`src/rtl/step_run_controller.sv`:
```
// rtl/step_run_controller.sv - clock-enable sequencer for the slow processor domain (free-run / single-step / halt)
//
// Purpose: produces a single-cycle clock enable for the pipeline registers instead of a
// derived clock. Free-runs at a programmable divide ratio while the run switch is on,
// issues one enable per debounced button press while idle, and stops on a core halt request.
//
// Ports:
//   clk       in   system clock
//   rst       in   asynchronous active-low reset
//   run_sw    in   raw run switch (asynchronous, synchronised, not debounced)
//   step_btn  in   raw push button (asynchronous, bouncy; synchronised and debounced)
//   halt_req  in   core halt request, synchronous to clk
//   div_sel   in   free-run divide ratio, 0 behaves as 1
//   clk_en    out  one-cycle enable pulse for pipeline registers
//   phase     out  toggles with every clk_en pulse
//   state     out  00 IDLE, 01 RUN, 10 HALTED
//   en_count  out  number of clk_en pulses issued, wrapping
module step_run_controller #(
    parameter int CNT_W           = 24,
    parameter int DEBOUNCE_CYCLES = 16,
    parameter int EN_CNT_W        = 16
) (
    input  logic                clk,
    input  logic                rst,
    input  logic                run_sw,
    input  logic                step_btn,
    input  logic                halt_req,
    input  logic [CNT_W-1:0]    div_sel,
    output logic                clk_en,
    output logic                phase,
    output logic [1:0]          state,
    output logic [EN_CNT_W-1:0] en_count
);

    localparam int DB_W = $clog2(DEBOUNCE_CYCLES + 1);

    typedef enum logic [1:0] {
        ST_IDLE   = 2'b00,
        ST_RUN    = 2'b01,
        ST_HALTED = 2'b10
    } state_t;

    state_t              r_state;
    state_t              w_next_state;

    logic                r_run_meta;
    logic                r_run_s;
    logic                r_btn_meta;
    logic                r_btn_s;
    logic                r_btn_prev;
    logic                r_btn_db;
    logic                r_btn_db_d;
    logic [DB_W-1:0]     r_db_cnt;

    logic [CNT_W-1:0]    r_div_cnt;
    logic [CNT_W-1:0]    r_div_q;
    logic                r_clk_en;
    logic                r_phase;
    logic [EN_CNT_W-1:0] r_en_count;

    logic                w_step_pulse;
    logic                w_issue;
    logic [CNT_W-1:0]    w_div_eff;
    logic [CNT_W-1:0]    w_div_cnt_next;
    logic [CNT_W-1:0]    w_div_q_next;

    assign w_div_eff    = (div_sel == '0) ? CNT_W'(1) : div_sel;
    assign w_step_pulse = r_btn_db & ~r_btn_db_d;

    // Next-state and issue decision; priority is halt, then run switch, then count/step.
    always_comb begin
        w_next_state   = r_state;
        w_issue        = 1'b0;
        w_div_cnt_next = r_div_cnt;
        w_div_q_next   = r_div_q;
        case (r_state)
            ST_IDLE: begin
                // Ratio is tracked continuously while idle so RUN entry starts with a fresh value.
                w_div_cnt_next = '0;
                w_div_q_next   = w_div_eff;
                if (halt_req) begin
                    w_next_state = ST_HALTED;
                end else if (r_run_s) begin
                    w_next_state = ST_RUN;
                end else if (w_step_pulse) begin
                    w_issue = 1'b1;
                end
            end
            ST_RUN: begin
                if (halt_req) begin
                    w_next_state = ST_HALTED;
                end else if (!r_run_s) begin
                    w_next_state   = ST_IDLE;
                    w_div_cnt_next = '0;
                end else if (r_div_cnt == r_div_q - CNT_W'(1)) begin
                    // New ratio only latched at wrap so the running period is never disturbed.
                    w_issue        = 1'b1;
                    w_div_cnt_next = '0;
                    w_div_q_next   = w_div_eff;
                end else begin
                    w_div_cnt_next = r_div_cnt + CNT_W'(1);
                end
            end
            ST_HALTED: begin
                if (!r_run_s) begin
                    w_next_state = ST_IDLE;
                end
            end
            default: begin
                w_next_state = ST_IDLE;
            end
        endcase
    end

    always_ff @(posedge clk or negedge rst) begin
        if (!rst) begin
            r_state <= ST_IDLE;
        end else begin
            r_state <= w_next_state;
        end
    end

    always_ff @(posedge clk or negedge rst) begin
        if (!rst) begin
            r_run_meta <= 1'b0;
            r_run_s    <= 1'b0;
            r_btn_meta <= 1'b0;
            r_btn_s    <= 1'b0;
            r_btn_prev <= 1'b0;
            r_btn_db   <= 1'b0;
            r_btn_db_d <= 1'b0;
            r_db_cnt   <= '0;
            r_div_cnt  <= '0;
            r_div_q    <= '0;
            r_clk_en   <= 1'b0;
            r_phase    <= 1'b0;
            r_en_count <= '0;
        end else begin
            r_run_meta <= run_sw;
            r_run_s    <= r_run_meta;
            r_btn_meta <= step_btn;
            r_btn_s    <= r_btn_meta;
            r_btn_prev <= r_btn_s;
            r_btn_db_d <= r_btn_db;

            // The first cycle of a new level is spent clearing (btn_s != prev), so reaching
            // DEBOUNCE_CYCLES-2 here means the level has been held DEBOUNCE_CYCLES cycles.
            if ((r_btn_s == r_btn_db) || (r_btn_s != r_btn_prev)) begin
                r_db_cnt <= '0;
            end else if (r_db_cnt == DB_W'(DEBOUNCE_CYCLES - 2)) begin
                r_btn_db <= r_btn_s;
                r_db_cnt <= '0;
            end else begin
                r_db_cnt <= r_db_cnt + DB_W'(1);
            end

            r_div_cnt <= w_div_cnt_next;
            r_div_q   <= w_div_q_next;
            r_clk_en  <= w_issue;
            if (w_issue) begin
                r_phase    <= ~r_phase;
                r_en_count <= r_en_count + EN_CNT_W'(1);
            end
        end
    end

    assign clk_en   = r_clk_en;
    assign phase    = r_phase;
    assign state    = r_state;
    assign en_count = r_en_count;

endmodule
```
`config.mk`:
```
export PLATFORM = sky130hd
export DESIGN_NAME = step_run_controller
export DESIGN_NICKNAME = d
export VERILOG_FILES = /design/src/rtl/step_run_controller.sv
export SDC_FILE = /design/constraint.sdc
export NUM_CORES = 1
export LEC_CHECK = 0
export ABC_AREA = 1
export CAP_MARGIN = 20
export CORE_MARGIN = 5
export CORE_UTILIZATION = 53
export DETAILED_ROUTE_END_ITERATION = 7
export GPL_TIMING_DRIVEN = 0
export PLACE_DENSITY_LB_ADDON = 0.3
export RECOVER_POWER = 25
export SLEW_MARGIN = 20
export SYNTH_ARGS = -nofsm -noshare
export SYNTH_HDL_FRONTEND = slang
export SYNTH_SLANG_ARGS = --single-unit
```
`constraint.sdc`:
```
create_clock -name clk -period 1.95 [get_ports clk]
set_input_delay 0.39 -clock clk [delete_from_list [all_inputs] [get_ports clk]]
set_output_delay 0.39 -clock clk [all_outputs]
set_load 0.01 [all_outputs]
```
==> impl_metrics.json, run 1 <==
{
  "utilization_pct": 71.1,
  "rsz0062_at_grt": "yes",
  "n_fill_cell": 771,
  "postSynthCellCount": 747,
  "fin_ws_ns": -0.505,
  "grt_pass1_wl_mm": 25.0,
  "violations": "negative setup slack",
  "required_ns": 2.20,
  "synth_flop_cell": "dfrtp_1",
  "slowest_delay_ns": 0.47,
  "crit_type": "reg2reg",
  "path_cells": "inv_2 -> ha_4 -> nand2_4 -> buf_4 -> o21ai_0 -> nand2_1 -> nand2_1 -> inv_1 -> nand2_1 -> nor2_1 -> nand2_1 -> nor2_4 -> nand3_4 -> nand2_8 -> clkbuf_16 -> buf_4",
  "p_per_area_mw_per_mm2": 757,
  "dr.pass1.iters": 7,
  "dieArea_sq_mm": 0.0120,
  "overflow": 0,
  "synth_cell_type_count": 31,
  "dp_hpwl_mm": 10.7,
  "ys_seq_elements": 80,
  "leakagePower_uw": 0.00320,
  "max_slew_margin_pct": 44.2,
  "post-place-ws_ns": -0.494,
  "postLayoutCellArea_sq_mm": 0.00688,
  "cts_tree": "built",
  "status": "finished with violations",
  "cts_sinks": 80,
  "synth_nets": 781,
  "wl_mm": 16.1,
  "worstMarginPinSlew_ns": 0.837,
  "ioPinCount": 49,
  "track_usage_pct": 27.1,
  "cp-end-kind": "flip-flop",
  "critPathBufInv": 5,
  "wire_per_inst_um": 16.5,
  "core_sq_mm": 0.00968,
  "clk_latency_ns": 0.37,
  "met3RoutedLength_um": 897,
  "htreeDepth": 3,
  "num_antenna_cells": 0,
  "syn2layout_area_growth_pct": 31.5,
  "placed_area_sq_mm": 0.00592,
  "wl_met1_mm": 6.50,
  "die_x_um": 109,
  "whs_path_depth": 0,
  "r2r_slack_ns": -0.51,
  "yosys-top-cells-area": "dfrtp_1, nand2_1, nand3_1",
  "seq_area_frac_synth_pct": 38.3,
  "start_util_pct": 54.0,
  "fmax_mhz": 407,
  "ant_nets": 0,
  "rr_worst_depth": 16,
  "finalNetCount": 875,
  "top_layer": "met4",
  "critPathSlowestCell": "dfrtp_2",
  "hp-class": "reg2reg",
  "numCtsBuffers": 9,
  "ys_warn_count": 0,
  "peakVddDrop_v": 0.000482,
  "period_minus_slack_ns": 2.46,
  "hp-start": "r_run_meta",
  "fin_skew_ns": 0.0189,
  "stdcell_count": 979,
  "min_to": "r_run_s",
  "layout_common_cells": "nand2_1, dfrtp_1, inv_1",
  "syn_area_sq_mm": 0.00523,
  "finalSetupViolCount": 66,
  "rr_endpoint": "clk_en",
  "grt_max_degree": 50,
  "layout-drive-gt1-share_pct": 19.1,
  "yosysTopAreaCellShare_pct": 38.3,
  "slew_viol_final": 0,
  "cts-root-buf": "clkbuf_8",
  "critPathMaxFanout": 7,
  "crit_arrival_ns": 2.71,
  "die_h_um": 109,
  "worstReg2RegStart": "r_div_q[1]",
  "final-hold-violation-count": 0,
  "clock_path_buffers": 2,
  "detail_route.iter0.violations": 452,
  "gp_congestion": 0.963,
  "ys_async_sr_fraction_pct": 100,
  "setup_tns_ns": -25.91,
  "grt_antenna_before_repair": 0,
  "yosysTopAreaCell": "dfrtp_1",
  "final_common_cell": "nand2_1",
  "portBuffers": 48,
  "crit_family": "simple AND/OR/NAND/NOR gates",
  "start_kind": "flip-flop",
  "dp_cells": 929,
  "clkTransAtPathRegs_ns": 0.10,
  "drc": 0,
  "first_global_vias": 5224,
  "finalCritPeriodShare_pct": 126,
  "drv_cap": 0,
  "post_synth.cell_area_avg_sq_um": 7.00,
  "via_per_inst": 5.52,
  "wl_met2_mm": 8.02,
  "crit_top_cell": "nand2_1",
  "fp-row-count": 36,
  "synth-edff-count": 0,
  "routed-via-count": 5408
}
==> power breakdown <==
| group | leakage (uW) | switching, uW | internal [uW] |
|---|---|---|---|
| registers | 0.00105 | 237 | 1820 |
| logic | 0.00205 | 1050 | 723 |
| clock network | 0.000106 | 635 | 755 |
==> synthesized netlist by cell type (all sizes together) (5+ instances only) <==
cell	number
nand3	80
nand3b	5
ha	5
dfrtp	80
o21ai	30
clkbuf	9
xor2	33
nor4	12
nand4	17
nor3	14
nand2	273
inv	71
buf	10
xnor2	19
nor2	79
==> sequential cells by signal (all words and copies together), names as in the netlist <==
register    flops
clk_en          1
en_count       16
phase           1
r_btn_db        1
r_btn_db_d      1
r_btn_meta      1
r_btn_prev      1
r_btn_s         1
r_db_cnt        5
r_div_cnt      24
r_div_q        24
r_run_meta      1
r_run_s         1
state           2
==> stage by stage <==
stage               hold slack, ns  total power [uW]
floorplan                   0.0944              2980
global placement             0.332              3350
detailed placement           0.335              3400
CTS                          0.353              4980
global route                 0.368              5500
finish                       0.352              5210
==> layer usage <==
layer  global-route usage (%)  vias to the layer above
met2                     45.3                      190
met3                     4.58                       45
met4                     13.9                        0
met1                     33.7                     2605
li1                         -                     2568
met5                        0                        -
==> how the worst max path moves through the flow <==
stage,cells after the start,slack [ns],endpoint,from
2_1_floorplan,19,0.002,r_div_q[4],r_div_q[0]
3_3_place_gp,1,-2.30,r_div_q[8],rst
3_5_place_dp,7,-0.49,r_div_q[13],halt_req
4_1_cts,19,-0.31,r_div_q[13],r_div_q[1]
5_1_grt,16,-0.57,clk_en,r_div_q[1]
6_report,16,-0.51,clk_en,r_div_q[1]
==> cells by family (layout without fill, tap and decap cells) <==
kind of cell,Yosys count,after routing,share of synthesized area (%)
AOI/OAI and AO/OA,37,37,3.78
xor gates and xnor gates,52,52,8.71
adders and majority gates,5,5,1.20
buffers and inverters,91,190,7.56
DFF,80,80,38.3
and+or+nand+nor,482,482,40.5
==> timing repair <==
action | CTS | global route
endpoints found under the setup margin | 66 | 66
hold buffers | 1 | 0
buffers inserted | 14 | 11
endpoints found under the hold margin | 31 | 0
pin swaps | 16 | 12
gates resized for setup | 86 | 56
cloned | 5 | 3
==> area by class of cell <==
| cell class | count | area, sq um | share of cell area [%] |
|---|---|---|---|
| Sequential cell | 80 | 2010 | 29.3 |
| Inverter | 72 | 270 | 3.93 |
| Clock buffer | 11 | 141 | 2.05 |
| Tap cell | 133 | 166 | 2.42 |
| Timing Repair Buffer | 83 | 866 | 12.6 |
| Multi-Input combinational cell | 576 | 3180 | 46.2 |
| Buffer | 19 | 168 | 2.44 |
| Clock inverter | 5 | 80.1 | 1.16 |
Power figures use the tool's default switching activity.
==> run 2: changes to the inputs <==
--- a/config.mk
+++ b/config.mk
@@ -13,7 +13,6 @@
 export GPL_TIMING_DRIVEN = 0
 export PLACE_DENSITY_LB_ADDON = 0.3
 export RECOVER_POWER = 25
-export SLEW_MARGIN = 20
 export SYNTH_ARGS = -nofsm -noshare
 export SYNTH_HDL_FRONTEND = slang
 export SYNTH_SLANG_ARGS = --single-unit
==> results of run 2 <==
No change in the layout: final DEF, timing and power equal those of run 1.
==> run 3: changes to the inputs <==
--- a/config.mk
+++ b/config.mk
@@ -13,6 +13,7 @@
 export GPL_TIMING_DRIVEN = 0
 export PLACE_DENSITY_LB_ADDON = 0.3
 export RECOVER_POWER = 25
+export SETUP_SLACK_MARGIN = 0.4
 export SYNTH_ARGS = -nofsm -noshare
 export SYNTH_HDL_FRONTEND = slang
 export SYNTH_SLANG_ARGS = --single-unit
==> impl_metrics.json, run 3 (synthesis results as in run 1) <==
{
  "internal-power_uw": 3230,
  "p_switching_uw": 1980,
  "hp-class": "reg2reg",
  "num_antenna_cells": 0,
  "crit_family": "simple AND/OR/NAND/NOR gates",
  "fin_skew_ns": 0.0196,
  "ant_nets": 0,
  "max_slew_margin_pct": 44.6,
  "dieArea_sq_mm": 0.0120,
  "finalPower_uw": 5210,
  "htreeDepth": 3,
  "stdcell_count": 997,
  "start_kind": "flip-flop",
  "via_per_inst": 5.46,
  "finalNetCount": 893,
  "gp_congestion": 0.942,
  "period_minus_slack_ns": 2.35,
  "dp_cells": 929,
  "pwr-share-clk_pct": 23.1,
  "final-hold-violation-count": 0,
  "wl_mm": 16.0,
  "critPathBufInv": 1,
  "finalCritPeriodShare_pct": 121,
  "overflow": 0,
  "post-place-ws_ns": -0.487,
  "cts_tree": "built",
  "critPathMaxFanout": 8,
  "clkTransAtPathRegs_ns": 0.09,
  "first_global_vias": 5376,
  "crit_type": "reg2reg",
  "detail_route.iter0.violations": 431,
  "crit_arrival_ns": 2.58,
  "violations": "negative setup slack",
  "grt_max_degree": 50,
  "fin_ws_ns": -0.404,
  "rsz0062_at_grt": "yes",
  "die_h_um": 109,
  "worstMarginPinSlew_ns": 0.830,
  "layout_common_cells": "nand2_1, nand3_1, dfrtp_1",
  "cts-root-buf": "clkbuf_8",
  "grt_antenna_before_repair": 0,
  "seqPwrFrac_pct": 39.4,
  "combinationalPowerShare_pct": 37.5,
  "drc": 0,
  "cts_sinks": 80,
  "placed_area_sq_mm": 0.00596,
  "numCtsBuffers": 9,
  "path_cells": "nor2_2 -> nand2_2 -> nor2_4 -> nand2_1 -> nand3_1 -> nand2_1 -> nor2_1 -> nand3_1 -> nor2_1 -> nand2_2 -> nand2_4 -> nand2_8 -> buf_8 -> nand2_2 -> nand2_1",
  "final_common_cell": "nand2_1",
  "peakVddDrop_v": 0.000473,
  "start_util_pct": 54.0,
  "core_sq_mm": 0.00968,
  "postLayoutCellArea_sq_mm": 0.00701,
  "wire_per_inst_um": 16.0,
  "track_usage_pct": 27.1,
  "dr.pass1.iters": 4,
  "leakagePower_uw": 0.00337,
  "slowest_delay_ns": 0.45,
  "grt_pass1_wl_mm": 25.3,
  "required_ns": 2.18,
  "layout-drive-gt1-share_pct": 24.9,
  "cp-end-kind": "flip-flop",
  "swShare_pct": 38.0,
  "drv_cap": 0,
  "portBuffers": 48,
  "status": "finished with violations",
  "syn2layout_area_growth_pct": 34.0,
  "clock_path_buffers": 2,
  "dp_hpwl_mm": 10.8,
  "timing.hold.ws_ns": 0.357,
  "routed-via-count": 5443,
  "clk_latency_ns": 0.36,
  "die_x_um": 109,
  "slew_viol_final": 0,
  "critPathSlowestCell": "dfrtp_1",
  "fp-row-count": 36,
  "fmax_mhz": 425,
  "n_fill_cell": 793,
  "finalSetupViolCount": 66,
  "p_per_area_mw_per_mm2": 744,
  "ioPinCount": 49
}
run 3: changes by cell type in the layout (fill, tap and decap cells not counted), sizes merged:
| cell | delta |
|---|---|
| buf | +18 |
| bufinv | -1 |
| nand2 | +1 |
| clkinvlp | +1 |
| clkbuf | -1 |
| clkdlybuf4s50 | -20 |
| dlygate4sd2 | +20 |
run 3: metal layers:
layer | global-route usage (%) | vias up | wire, um
li1 | - | 2607 | -
met1 | 34.4 | 2581 | 6550
met2 | 46.0 | 204 | 7740
met3 | 4.05 | 51 | 894
met4 | 11.5 | 0 | 794
met5 | 0 | - | 0
run 3: path summary, 6_finish.rpt:
| check | from | end | slack (ns) | depth (start not counted) |
|---|---|---|---|---|
| hold reg to reg | r_btn_meta | r_btn_s | 0.36 | 0 |
| setup / recovery | r_div_q[2] | r_div_q[23] | -0.40 | 15 |
| hold / removal | r_btn_meta | r_btn_s | 0.36 | 0 |
| setup reg to reg | r_div_q[2] | r_div_q[23] | -0.40 | 15 |
| min in group asynchronous | rst | r_db_cnt[2] | 0.67 | 2 |
| max in group asynchronous | rst | r_div_q[8] | 0.56 | 3 |
run 3: timing repair:
action / in CTS / in global routing
setup endpoints to repair: 86 / 66
gates cloned: 6 / 2
buffers inserted: 26 / 17
hold buffers: 1 / 0
endpoints found under the hold margin: 31 / 0
pin swaps: 20 / 33
gates resized for setup: 108 / 78
run 3: stage by stage:
stage	utilization [%]	setup TNS, ns
floorplan	-	0
global placement	61.3	-203.84
detailed placement	61.6	-25.06
CTS	68.3	-17.00
global route	72.4	-31.13
finish	72.4	-22.47
run 3: power by group through the flow:
stage	clock network (uW)	registers (uW)	logic, uW
final	1200	2050	1960
after CTS	1220	2030	1610
after global placement	0	2040	1310
after floorplan	0	1990	992
after global routing	1310	2080	2140
after detailed placement	0	2050	1350
run 3: final cells by class:
class                      count  area, sq um  area share [%]
tap                          133          166            2.37
clock inverter                 5         57.6           0.821
multi-input combinational    577         3240            46.2
buffer                        19          164            2.34
clock buffer                  11          131            1.87
inverter                      72          270            3.86
timing repair buffer         100          967            13.8
sequential                    80         2020            28.8
